===== config.mk =====
export PLATFORM = sky130hd
export DESIGN_NAME = program_loader
export DESIGN_NICKNAME = d
export VERILOG_FILES = /design/src/rtl/program_loader.sv
export SDC_FILE = /design/constraint.sdc
export NUM_CORES = 1
export LEC_CHECK = 0
export CORE_ASPECT_RATIO = 1.5
export CORE_UTILIZATION = 52
export CTS_BUF_LIST = sky130_fd_sc_hd__clkbuf_8
export CTS_CLUSTER_SIZE = 40
export DETAILED_ROUTE_END_ITERATION = 16
export GPL_TIMING_DRIVEN = 0
export MAX_ROUTING_LAYER = met4
export PLACE_DENSITY = 0.89
export SYNTH_ARGS = -nofsm -noshare
export SYNTH_HDL_FRONTEND = slang
export SYNTH_SLANG_ARGS = --single-unit

===== constraint.sdc =====
create_clock -name clk -period 2.4 [get_ports clk]
set_clock_uncertainty 0.15 [all_clocks]
set_input_delay 0.6 -clock clk [delete_from_list [all_inputs] [get_ports clk]]
set_output_delay 0.6 -clock clk [all_outputs]
set_load 0.02 [all_outputs]

===== src/rtl/program_loader.sv =====
// Boot loader: parses framed byte-stream images into the memory write port and
// holds the CPU in reset until a clean image has been loaded.
module program_loader #(
    parameter logic [7:0]  HDR_BYTE = 8'hA5,
    parameter logic [7:0]  END_BYTE = 8'h5A,
    parameter logic [15:0] ROM_TOP  = 16'h0100
) (
    input  logic        clk,
    input  logic        reset,
    input  logic [7:0]  rx_data,
    input  logic        rx_valid,
    output logic        rx_ready,
    output logic [15:0] mem_addr,
    output logic [7:0]  mem_wdata,
    output logic        mem_we,
    output logic        mem_rom_sel,
    output logic        cpu_reset,
    output logic        load_done,
    output logic        err,
    output logic [7:0]  frame_cnt
);

    typedef enum logic [2:0] {
        StIdle, StAhi, StAlo, StLen, StData, StCsum, StDone, StFail
    } state_t;

    state_t      state_q;
    logic [15:0] addr_q;
    logic [8:0]  cnt_q;
    logic [7:0]  sum_q;
    logic [7:0]  sum_next;
    logic        xfer;

    assign rx_ready = (state_q != StDone) && (state_q != StFail);
    assign xfer     = rx_valid && rx_ready;
    assign sum_next = sum_q + rx_data;

    always_ff @(posedge clk or posedge reset) begin
        if (reset) begin
            state_q     <= StIdle;
            addr_q      <= 16'h0000;
            cnt_q       <= 9'd0;
            sum_q       <= 8'h00;
            mem_addr    <= 16'h0000;
            mem_wdata   <= 8'h00;
            mem_we      <= 1'b0;
            mem_rom_sel <= 1'b0;
            cpu_reset   <= 1'b1;
            load_done   <= 1'b0;
            err         <= 1'b0;
            frame_cnt   <= 8'h00;
        end else begin
            mem_we <= 1'b0;
            if (xfer) begin
                unique case (state_q)
                    StIdle: begin
                        if (rx_data == HDR_BYTE) begin
                            state_q <= StAhi;
                        end else if (rx_data == END_BYTE) begin
                            if (err) begin
                                state_q <= StFail;
                            end else begin
                                state_q   <= StDone;
                                cpu_reset <= 1'b0;
                                load_done <= 1'b1;
                            end
                        end
                    end
                    StAhi: begin
                        addr_q[15:8] <= rx_data;
                        sum_q        <= rx_data;
                        state_q      <= StAlo;
                    end
                    StAlo: begin
                        addr_q[7:0] <= rx_data;
                        sum_q       <= sum_next;
                        state_q     <= StLen;
                    end
                    StLen: begin
                        // A zero length byte encodes a full 256-byte payload.
                        cnt_q   <= (rx_data == 8'h00) ? 9'd256 : {1'b0, rx_data};
                        sum_q   <= sum_next;
                        state_q <= StData;
                    end
                    StData: begin
                        mem_addr    <= addr_q;
                        mem_wdata   <= rx_data;
                        mem_we      <= 1'b1;
                        mem_rom_sel <= (addr_q < ROM_TOP);
                        addr_q      <= addr_q + 16'h0001;
                        cnt_q       <= cnt_q - 9'd1;
                        sum_q       <= sum_next;
                        if (cnt_q == 9'd1) begin
                            state_q <= StCsum;
                        end
                    end
                    StCsum: begin
                        if (sum_next == 8'h00) begin
                            if (frame_cnt != 8'hFF) begin
                                frame_cnt <= frame_cnt + 8'h01;
                            end
                        end else begin
                            err <= 1'b1;
                        end
                        state_q <= StIdle;
                    end
                    StDone, StFail: ;
                endcase
            end
        end
    end

endmodule


; Word-level counts from Yosys, hierarchy flattened
; Cells that the tools add are included.
[word_totals]
regBits = 73
latch_bits = 0
mem_bits_rw = 0
rom_bits = 0
in_bits = 11
output_inout_bits = 38
elab_cells = 66
memories = 0
[op_classes]
n_addsub = 4
multipliers = 0
n_div = 0
magnitude_cmp = 1
eq_ne = 13
n_shift = 0
mux = 12
n_bitwise = 3
n_reduce_logical = 20
[ops]
columns = op, n
row1 = case mux 8 bit (2 select lines), 3
row2 = case mux 3 bit (6 select lines), 1
row3 = case mux 9 bit (2 select lines), 1
row4 = "adder 16 x 1 -> 16 bit, second input constant", 1
row5 = logical NOT 8 bit, 2
row6 = "less-than comparator 16 x 9 -> 1 bit, second input constant", 1
row7 = AND reduction 2 bit, 5
row8 = "== test 9 x 1 -> 1 bit, second input constant", 1
row9 = 2-to-1 mux 3 bit, 3
row10 = 2-to-1 mux 9 bit, 1
row11 = "!= test 3 bit, second input constant", 3
row12 = "subtractor 9 x 1 -> 9 bit, second input constant", 1
row13 = "adder 8 x 1 -> 8 bit, second input constant", 1
row14 = adder 8 bit, 1
row15 = "== test 8 x 7 -> 1 bit, second input constant", 1
row16 = "== test 8 bit, second input constant", 1
row17 = "!= test 8 bit, second input constant", 1
row18 = AND reduction 4 bit, 2
row19 = nonzero test 2 bit, 4
row20 = "== test 3 x 2 -> 1 bit, second input constant", 2
row21 = "== test 3 bit, second input constant", 2
row22 = nonzero test 6 bit, 1
row23 = AND reduction 5 bit, 1
row24 = "== test 3 x 1 -> 1 bit, second input constant", 1
row25 = other kinds (7), 12

; Depth between registers and ports, before layout
[depth]
ltp_word = 4
mapped_depth = 10
ltp_nobuf = 10

; Worst setup path before layout
; OpenSTA, ideal clock, no wires.
[synth_path]
kind = input to register
startpoint = input rx_data[0]
endpoint = register frame_cnt[1]
setup_time_ns = 0.125
arrival_ns = 2.476
required_ns = 2.125
path_slack_ns = -0.351
cell_stages = 9
path_buffers = 0
path_cell_list = ha_1 inv_1 fa_1 nand2b_1 a21o_1 a311oi_1 nand2_1 nand4b_4 mux2_2
[synth_between]
elab_chain_len = 3
[synth_rtl]
columns = element, line
row1 = start: declaration, 10  ; input logic [7:0] rx_data,
row2 = adder 8 bit, 36  ; assign sum_next = sum_q + rx_data;
row3 = logical NOT 8 bit, 98  ; if (sum_next == 8'h00) begin
row4 = AND reduction 4 bit (no line), --
row5 = end signal: assignment, 100  ; frame_cnt <= frame_cnt + 8'h01;
row6 = end: declaration, 20  ; output logic [7:0] frame_cnt
; No other way between the ends.
; A chain may end at the register's enable or synchronous reset.

; Worst setup path in the final report
[layout_path]
startpoint = input rx_data[2]
endpoint = register frame_cnt[1]
; The elaborated chain is that of the path after synthesis.

==> metrics <==
Final WS setup -158 ps; num rows 39; crit start category input pin; vias about 3900; die height around 110 um; synth-to-layout area growth 27.1%; Final period util 1.07; first-pass GRT wire length 18300 um; dpl hpwl 7820 um; Nets between 500 and 600; f_max ~390 MHz; clk buf depth 2; unrepaired setup endpoints after global routing true; failing checks setup timing; Finished Layout Cells 617; first drt pass iteration count 5; Mean Syn Cell Area 9.24 um^2; ys async rst share 1.00; root buffer cell clkbuf_8; total design power 6.69 mW; DRT iter0 DRCs around 430; Hold Path Cell Cnt 1; Max IR drop VDD 0.861 mV; clk sink count 73; syn_nets 462; Post-Synthesis Cells 439; Inserted Clock Buffers 9; Detail Route Antenna Nets 0; port bufs 48; Final Max Tran Viols 0; initial antenna violation count 0; CTS HTree Levels 3; Worst setup EP type flop; Min-Delay Path Class flop to flop; status finished with violations; Period minus WS final 2560 ps; diode count 0; Reg2Reg Depth 9; leakage 2.15 nW; Seq/Total Area, Yosys 0.451; synthesis warning total 0; Layout Utilization 0.681; Horiz. Die Dim 74.1 um; Synth Register Bits 73; # placed instances roughly 600; largest net degree at the start of global routing 30; core area around 7600 um^2; type of the worst setup path input pin to flop; Die ar. 8160 um^2; Yosys cell types 58; Overflow after GRT 0; WP data arrival 2660 ps; WL/cell between 15 and 20 um; Fill cells 574; Worst EP required between 2000 and 3000 ps; Starting Density 0.536; I/O pin count 49; peak fanout along the critical path 8; main flop type after synthesis dfrtp_1; DRC viols 0; WL final 11500 um; Synth Cell Area around 4100 um^2; hold slack 320 ps; vias in the first global route 3804; max_cap viols 0; Least-Margin Pin Slew 535 ps; Slew HR 0.643; Post-synth EDFFs 0; Worst-path clk slew ~70 ps; hold_buf cts 0; Worst-Skew Late Latency about 370 ps; share of layout cells above drive strength 1 0.210; final setup fails 10; dpl ws -1240 ps; Via density ~6.3; final hold viol count 0; Pwr per Cell Area approximately 1300 nW/um^2; GR Util All Layers 0.310; Final Wtd Congestion about 0.95; CTS tree yes
## cells by family after synthesis
family,after synthesis,synth area share
DFF,73,0.451
and+or+nand+nor,147,0.174
xor gates and xnor gates,13,0.0281
adders and majority gates,12,0.0389
AOI/OAI and AO/OA,135,0.205
muxes,25,0.0694
buffers and inverters,34,0.0336
## routing by layer
metal,up-vias,track usage,share of wire
li1,1739,-,-
met3,62,0.0527,0.059
met1,1879,0.352,0.37
met5,-,-,0
met4,0,0.188,0.048
met2,197,0.504,0.52
## cells in the mapped netlist (3+ instances only)
cell      number  area, um^2
mux2_2        25         282
o22a_1         4        35.0
nand4_1        6        37.5
a21boi_0       3        22.5
nor2_1        45         169
clkbuf_1      14        52.6
nand3_1       18        90.1
buf_2          4        20.0
inv_1         13        48.8
nand2b_1       4        25.0
nor4_1         4        25.0
nand2_1       36         135
a22o_1         3        26.3
a31oi_1        4        25.0
a21oi_1       43         215
a22oi_1        4        30.0
xor2_1         9        78.8
ha_1          11         138
nor2b_1        3        18.8
and3_1         5        31.3
or3_1          3        18.8
a21o_1         4        30.0
xnor2_1        4        35.0
o21ai_0       41         205
o22ai_1        8        50.1
dfrtp_1       72        1800
nor3_1        11        55.1
## power by group
part	internal (mW)	switching [mW]	total, mW
Sequential	1.74	0.512	2.25
Combinational	1.62	1.92	3.54
Clock	0.425	0.473	0.898
Total	3.78	2.90	6.69
## stage by stage
step	setup TNS (ps)	instance area (um^2)
after CTS	-584	5060
after global placement	-28520	4710
after floorplan	-1250	4100
after global routing	-1660	5150
final	-844	5150
after detailed placement	-29700	4750
## worst paths after layout
kind                       slack (ps)                  start                  endpoint
max                              -160             rx_data[2]  frame_cnt[1]$_DFFE_PP0P_
min                               320  load_done$_DFFE_PP0P_     load_done$_DFFE_PP0P_
max reg2reg                      -150   sum_q[0]$_DFFE_PP0P_  frame_cnt[1]$_DFFE_PP0P_
min reg2reg                       320  load_done$_DFFE_PP0P_     load_done$_DFFE_PP0P_
max in group asynchronous         960                  reset      sum_q[4]$_DFFE_PP0P_
min in group asynchronous         440                  reset      sum_q[7]$_DFFE_PP0P_
## layout by cell type, fill, tap and decap left out, drive strengths merged, types with 5 or more instances in the layout
master and instances:
dfrtp 72, inv 12, nor2 46, nor3 11
a21oi 43, nand4 6, clkbuf 24, clkdlybuf4s50 39
ha 11, nand2 36, and3 5, nand3 18
xor2 9, o22ai 8, buf 25, o21ai 42
mux2 25
## what timing repair did
item,4_1_cts,5_1_grt
resized for setup,59,15
setup endpoints to repair,39,39
buffers inserted,7,5
pin swaps,10,4
## flip-flops by register name, indices dropped and copies added, names as in the netlist
signal,count
frame_cnt,8
err,1
cpu_reset,1
cnt_q,9
mem_rom_sel,1
mem_wdata,8
mem_addr,16
state_q,3
mem_we,1
addr_q,16
sum_q,8
load_done,1
## layout make-up
cell class | count | area [um^2] | share of cell area
Inverter | 13 | 52.6 | 0.0102
Clock inverter | 4 | 28.8 | 0.00559
Timing Repair Buffer | 62 | 604 | 0.117
Multi-Input combinational cell | 332 | 2260 | 0.440
Tap cell | 102 | 128 | 0.0248
Buffer | 20 | 93.8 | 0.0182
Clock buffer | 11 | 151 | 0.0294
Sequential cell | 73 | 1830 | 0.355
## critical path, stage by stage
cell and delay [ps]:
clkdlybuf4s18_2 310, ha_4 240, a211oi_4 250, nor2_2 110, a311oi_2 370, nand2_1 130
nand4b_4 290, mux2_4 350
(Power assumes the default switching activity.)
